## config.mk

```make
export PLATFORM = sky130hd
export DESIGN_NAME = io_port_bank
export DESIGN_NICKNAME = d
export VERILOG_FILES = /design/src/rtl/io_port_bank_pkg.sv /design/src/rtl/io_port_bit_sync.sv /design/src/rtl/io_port_bank.sv
export SDC_FILE = /design/constraint.sdc
export NUM_CORES = 1
export LEC_CHECK = 0
export BUFFER_PORTS_ARGS = -buffer_cell sky130_fd_sc_hd__buf_2
export CORE_MARGIN = 1
export CORE_UTILIZATION = 45
export DETAILED_ROUTE_END_ITERATION = 16
export PLACE_DENSITY_LB_ADDON = 0.1
export SLEW_MARGIN = 15
export SYNTH_ARGS = -nofsm -noshare
export SYNTH_HDL_FRONTEND = slang
export SYNTH_HIERARCHICAL = 1
export SYNTH_SLANG_ARGS = --single-unit
```

## constraint.sdc

```tcl
create_clock -name clk -period 11.2 [get_ports clk]
set_clock_uncertainty 0.05 [all_clocks]
set_input_delay 2.24 -clock clk [delete_from_list [all_inputs] [get_ports clk]]
set_output_delay 2.24 -clock clk [all_outputs]
set_load 0.01 [all_outputs]
```

## src/rtl/io_port_bank_pkg.sv

```systemverilog
// Shared constants for the parametrised I/O port bank: port limit, IOC clear
// polarity and the TRIS reset pattern.
`ifndef IO_PORT_BANK_PKG_SV
`define IO_PORT_BANK_PKG_SV

// All-ones TRIS pattern applied at reset: every pin starts as an input.
`define IO_PORT_TRIS_RESET '1

package io_port_bank_pkg;

   localparam int PORT_BANK_MAX_PORTS = 4;

   // IOC flags are write-1-to-clear: a 1 in wr_data clears that flag bit.
   localparam bit IOC_CLR_ON_ONE = 1'b1;

endpackage

`endif

```

## src/rtl/io_port_bit_sync.sv

```systemverilog
// Multi-stage input synchroniser for one port's pad bits; q is the last stage.
module io_port_bit_sync #(
   parameter int WIDTH  = 8,
   parameter int STAGES = 2
) (
   input  logic             clk,
   input  logic             rst,
   input  logic [WIDTH-1:0] d,
   output logic [WIDTH-1:0] q
);

   logic [STAGES-1:0][WIDTH-1:0] chain;

   // NOTE: non-blocking assignment lets every stage sample its predecessor's
   // old value, so the chain really is STAGES flops deep.
   always_ff @(posedge clk or posedge rst) begin
      if (rst) chain <= '0;
      else     chain <= {chain[STAGES-2:0], d};
   end

   assign q = chain[STAGES-1];

endmodule

```

## src/rtl/io_port_bank.sv

```systemverilog
// Parametrised PIC-style I/O port bank: data latches, TRIS direction,
// synchronised pad inputs and sticky interrupt-on-change flags.
module io_port_bank
   import io_port_bank_pkg::*;
#(
   parameter int NUM_PORTS   = 3,
   parameter int DATA_W      = 8,
   parameter int SEL_W       = 2,
   parameter int SYNC_STAGES = 2
) (
   input  logic                        clk,
   input  logic                        rst,
   input  logic                        tris_we,
   input  logic                        port_we,
   input  logic                        ioc_we,
   input  logic [SEL_W-1:0]            wr_sel,
   input  logic [DATA_W-1:0]           wr_data,
   input  logic                        ioc_clr,
   input  logic [SEL_W-1:0]            rd_sel,
   output logic [DATA_W-1:0]           rd_data,
   output logic [DATA_W-1:0]           rd_flags,
   input  logic [NUM_PORTS*DATA_W-1:0] pad_in,
   output logic [NUM_PORTS*DATA_W-1:0] pad_out,
   output logic [NUM_PORTS*DATA_W-1:0] pad_oe,
   output logic                        irq
);

   localparam int ARM_MAX = SYNC_STAGES + 1;

   if (NUM_PORTS > PORT_BANK_MAX_PORTS) begin : g_bad_ports
      $error("io_port_bank: NUM_PORTS exceeds PORT_BANK_MAX_PORTS");
   end

   logic [NUM_PORTS-1:0][DATA_W-1:0] syncBus, trisBus, latchBus, maskBus, flagBus;
   logic [DATA_W-1:0]                clrMask;
   logic [2:0]                       armCnt;
   logic                             armed;

   assign clrMask = IOC_CLR_ON_ONE ? wr_data : ~wr_data;
   assign armed   = (armCnt == 3'(ARM_MAX));

   // Holds change detection off until reset-time pad values have settled.
   always_ff @(posedge clk or posedge rst) begin
      if (rst)         armCnt <= '0;
      else if (!armed) armCnt <= armCnt + 3'd1;
   end

   for (genvar p = 0; p < NUM_PORTS; p++) begin : g_port
      logic              hit;
      logic [DATA_W-1:0] trisQ, latchQ, maskQ, refQ, flagQ, change, clr;

      assign hit    = (wr_sel == SEL_W'(p));
      assign clr    = (ioc_clr && hit) ? clrMask : '0;
      assign change = (syncBus[p] ^ refQ) & trisQ & maskQ & {DATA_W{armed}};

      io_port_bit_sync #(.WIDTH(DATA_W), .STAGES(SYNC_STAGES)) u_sync (
         .clk (clk),
         .rst (rst),
         .d   (pad_in[p*DATA_W +: DATA_W]),
         .q   (syncBus[p])
      );

      // NOTE: every per-port register is reset, so no direction, latch or
      // pending flag survives an rst pulse.
      always_ff @(posedge clk or posedge rst) begin
         if (rst) begin
            trisQ  <= `IO_PORT_TRIS_RESET;
            latchQ <= '0;
            maskQ  <= '0;
            refQ   <= '0;
            flagQ  <= '0;
         end else begin
            if (tris_we && hit) trisQ  <= wr_data;
            if (port_we && hit) latchQ <= wr_data;
            if (ioc_we  && hit) maskQ  <= wr_data;
            refQ  <= syncBus[p];
            flagQ <= (flagQ & ~clr) | change;  // set wins over clear
         end
      end

      assign trisBus[p]  = trisQ;
      assign latchBus[p] = latchQ;
      assign maskBus[p]  = maskQ;
      assign flagBus[p]  = flagQ;
   end

   // NOTE: outputs take defaults first so out-of-range selects infer no latch.
   always_comb begin
      rd_data  = '0;
      rd_flags = '0;
      for (int p = 0; p < NUM_PORTS; p++) begin
         if (int'(rd_sel) == p) begin
            rd_data  = (trisBus[p] & syncBus[p]) | (~trisBus[p] & latchBus[p]);
            rd_flags = flagBus[p];
         end
      end
   end

   always_ff @(posedge clk or posedge rst) begin
      if (rst) irq <= 1'b0;
      else     irq <= |(flagBus & maskBus);
   end

   assign pad_out = latchBus;
   assign pad_oe  = ~trisBus;

endmodule

```

-- Word level (Yosys, flattened, before mapping)
Index checks and enable logic that the tools add are counted.
- flip-flop bits (word level): 172
- input port bits: 42
- logic and storage cells: 88
- $add $sub $neg: 1
- equality and inequality tests: 5
- muxes and demuxes: 9
- bitwise logic cells: 35
- reductions and logical operators: 15
- operators with widths (cell ; count):
    8-bit bitwise AND ; 18
    8-bit two-way mux ; 9
    8-bit inverter ; 6
    8-bit OR ; 6
    24-bit bitwise AND ; 1
    24-bit inverter ; 1
    24-bit OR reduction ; 1
    8-bit bitwise XOR ; 3
    1-bit logical AND ; 12
    2-bit == test (second input constant) ; 3
    2-bit logical NOT ; 2
    3-bit by 1-bit adder with 3-bit output (second input constant) ; 1
    3-bit by 2-bit == test with 1-bit output (second input constant) ; 1
    2-bit by 1-bit == test with 1-bit output (second input constant) ; 1

-- Logic depth before layout (Yosys ltp)
- depth after elaboration: 6
- gate-level depth with buffers: 6
- depth with buffers taken out: 4

-- Modules after synthesis
The synthesis kept the hierarchy.
- modules (own cells, without submodules) (module ; times used ; cells an instance ; area an instance (sq um) ; seq. area each (sq um)):
    io_port_bank ; 1 ; 441 ; 5616.6 ; 3133.0
    io_port_bit_sync ; 3 ; 25 ; 464.2 ; 400.4

-- Worst setup path before layout
Ideal clock, no wire load.
- path kind: input-to-output
- start point: input rd_sel[1]
- end point: output rd_data[3]
- arrival: 3.061 ns
- required time: 8.910 ns
- setup slack: 5.849 ns
- stages on the path: 4
- buffers on the path: 2
- cells stage by stage: buf_6 > buf_6 > mux2_2 > o22ai_1
- word-level cells in the longest chain between the ends: 4
- elaborated cells on any way between the ends: 6
- those cells by class: eq/ne (2); mux (3); reduce/logical (1)
- ends and longest elaborated chain (element ; line ; RTL):
    from (decl) ; io_port_bank.sv:19 ; input logic [SEL_W-1:0] rd_sel,
    2-bit logical NOT ; io_port_bank.sv:92 ; if (int'(rd_sel) == p) begin
    8-bit two-way mux (2 in a row) ; io_port_bank.sv:92 ;
    8-bit two-way mux * ; io_port_bank.sv:92 ;
    to (decl) ; io_port_bank.sv:20 ; output logic [DATA_W-1:0] rd_data,
Mark *: on every way between the ends. The rest lies on a longest branch, timed or not.

-- Worst setup path after layout
- start point: input rd_sel[0]
- end point: output rd_flags[0]
- word-level cells in the longest chain between the ends: 4
- elaborated cells on any way between the ends: 6
- those cells by class: eq/ne (2); mux (3); reduce/logical (1)
- ends and longest elaborated chain (element ; line ; RTL):
    2-bit logical NOT ; io_port_bank.sv:92 ;
    8-bit two-way mux (2 in a row) ; io_port_bank.sv:92 ;
    8-bit two-way mux * ; io_port_bank.sv:92 ;
    to (decl) ; io_port_bank.sv:21 ; output logic [DATA_W-1:0] rd_flags,
Marked as above.

==> summary.txt <==
Synth
  • Post-synthesis sequential area ratio: 0.618
  • Syn Inst Count: 516
  • #FFs+latches synth: 172
  • Post-synthesis simple-gate area fraction: 0.0553
  • Synth Area in Compound Gates: 0.0557
  • Largest family of logic cells by synthesized area: multiplexers
  • Count of cell types in the netlist: 28
  • Synth Area in XOR/XNOR: 0.0312
  • Synthesized-area fraction occupied by adder cells: 0.00357
  • Mapped cell area: 7010 um2
  • Synth warnings: 6
  • Mux contribution to synthesized area: 0.177
  • Syn nets: 560
  • Synth area leaders: dfrtp_1 53%, mux2_2 13%, dfstp_2 9.0%
  • Post-synth top area share: 0.528
  • Post-Syn Area per Cell: 13.6 um2
  • Synth area leader: dfrtp_1

Placed design
  • DP Area: 7490 um2
  • Number of port buffers: 106
  • Hpwl dp: 11,600 um
  • GP Congestion: 0.829
  • Post-place setup slack: 5290 ps
  • Placed cell count: 767

Clock tree
  • Root Driver: clkbuf_16
  • TritonCTS clock tree: built
  • CTS Buf Count: 17
  • Hold buffer count at cts: 0
  • Worst skew pair latency: 430 ps
  • Clk sinks: 172
  • H-tree Lvls: 4
  • Max clock buf depth: 2
  • Resize count post-CTS: 0
  • CTS clk-pin slew, worst paths: 70 ps
  • Post-CTS setup buffers: 0

Worst setup path
  • Crit path launch type: primary input
  • R2R setup slack: 9640 ps
  • CP Capture Type: primary output
  • Worst path arrival time: 3660 ps
  • Crit Path Class: in -> out
  • WP data required: 8910 ps
  • CP max FO: 18

GRT
  • Global-route wire length before repair: 25,900 um
  • Vias in the first global route: 4,425
  • Antenna violations before repair: 0
  • Largest net degree at the start of global routing: 71
  • GR Overflow Total: 0
  • Global-route usage over all layers: 0.224

Floorplan
  • I/O pins: 107
  • Chip height: 127 um
  • Die area: 16,100 um2
  • Rows: 45
  • Initial Utilization: 0.461
  • Placeable Area: 15,200 um2
  • DIE WIDTH: 127 um

Finish
  • # diodes: 0
  • Final net count: 642
  • Final non-filler cell total: 799
  • Area grow syn2layout: 15.2%
  • Share of cells above drive strength 1: 0.421
  • Design area: 8080 um2
  • Fill count: 1,348

Routing
  • Wire per inst: 20.8 um
  • DR pass1 iterations: 4
  • Routed Antenna Nets: 0
  • Total Wirelength: 16,600 um
  • # DRC: 0
  • 1st-iter DRT viols: 214
  • Vias post-DR: 4,255
  • Vias per cell: 5.33

Pwr
  • Maximum VDD drop: 119 uV
  • Pleak: 3.66 nW
  • Pwr Density: 207 nW/um2

STA
  • Slew of the pin with the lowest slew margin: 944 ps
  • Max Slew Vio Count: 0
  • Min Tclk post-route: 5950 ps
  • Fmax achieved: 168 MHz
  • Setup TNS: 0 ps
  • Max-slew headroom: 0.368
  • Period utilization: 0.532
  • Setup-failing EPs final: 0
  • Final Hold Fails: 0
  • Setup ws final: 5250 ps
  • Unrepaired setup endpoints after global routing: false

Hold path
  • Worst Hold Class: reg -> reg

Run status
  • Outcome: finished, final reports clean

Flow run
  • Max-cap check violation count: 0
[synth_stat cells, drive strengths merged]
cell type	n
mux2i	33
and2b	2
o21ai	8
nor3b	1
inv	29
or3	1
ha	2
nor2b	1
xor2	9
dfrtp	148
nand2b	1
nand4	3
clkbuf	12
o2bb2ai	24
mux2	81
buf	33
nor2	1
nand2	38
nand3	24
a22oi	12
xnor2	16
and2	3
and3b	2
o22ai	8
dfstp	24
[per-layer routing]
layer | routed length, um | track usage | vias to the layer above
li1 | - | - | 1929
met1 | 7130 | 0.295 | 2189
met2 | 8250 | 0.370 | 115
met3 | 975 | 0.0468 | 22
met4 | 290 | 0.0791 | 0
met5 | 0 | 0 | -
[kinds of logic (layout without fill, tap and decap cells)]
group                      Yosys count  after routing
xor gates and xnor gates            25             25
muxes                              114            114
buffers and inverters               74            169
DFF                                172            172
and+or+nand+nor                     77             77
AOI/OAI and AO/OA                   52             52
adders and majority gates            2              2
[registers in the layout, indices dropped and copies added, names as in the netlist]
| signal | flops |
|---|---|
| g_port.maskQ | 24 |
| g_port.u_sync/chain | 24 |
| g_port.latchQ | 24 |
| g_port.u_sync/q | 24 |
| armCnt | 3 |
| g_port.refQ | 24 |
| g_port.trisQ | 24 |
| g_port.flagQ | 24 |
| irq | 1 |
[power by group]
group	internal (mW)	switching, mW
Sequential	0.727	0.0917
Clock	0.315	0.264
Combinational	0.141	0.134
[cell usage in the layout (no fill, tap or decap), drive strengths merged]
master,count
nand2b,1
ha,2
and2,3
bufinv,1
nor2,1
inv,37
a22oi,12
and3b,2
buf,108
nor2b,1
xnor2,16
nand4,3
o2bb2ai,24
xor2,9
nor3b,1
clkinv,2
clkinvlp,4
nand2,38
nand3,24
o22ai,8
and2b,2
dfstp,24
mux2i,33
or3,1
mux2,81
dfrtp,148
clkbuf,17
o21ai,8
[final timing paths]
path | from | to | depth (start not counted)
setup / recovery | rd_sel[0] | rd_flags[0] | 5
hold / removal | g_port[0].u_sync/chain[5]$_DFF_PP0_ | g_port[0].u_sync/q[5]$_DFF_PP0_ | 0
setup reg to reg | armCnt[0]$_DFFE_PP0N_ | armCnt[1]$_DFFE_PP0N_ | 4
hold reg to reg | g_port[0].u_sync/chain[5]$_DFF_PP0_ | g_port[0].u_sync/q[5]$_DFF_PP0_ | 0
max in group asynchronous | rst | g_port[0].latchQ[3]$_DFFE_PP0P_ | 3
min in group asynchronous | rst | g_port[1].u_sync/chain[7]$_DFF_PP0_ | 2
[per-stage QoR]
stage / hold slack [ps] / util / total power [mW]
detailed placement: 285 / 0.493 / 1.11
global route: 305 / 0.531 / 1.75
finish: 299 / 0.531 / 1.67
global placement: 282 / 0.493 / 1.10
CTS: 300 / 0.531 / 1.69
floorplan: 281 / - / 0.985
[area by class of cell]
class	instances	area [um2]	share of cell area
flip-flops and latches	172	4330	0.537
multi-input cells	270	2260	0.280
repair buffers	108	546	0.0676
clock buffers	17	425	0.0527
well taps	188	235	0.0291
clock inverters	15	159	0.0197
inverters	29	111	0.0138
[worst max-delay path, stage by stage]
cell	delay (ps)
buf_2	300
nor2b_1	670
nand2_1	100
o21ai_0	150
buf_2	190
No activity file was read; power rests on OpenSTA's default activity.
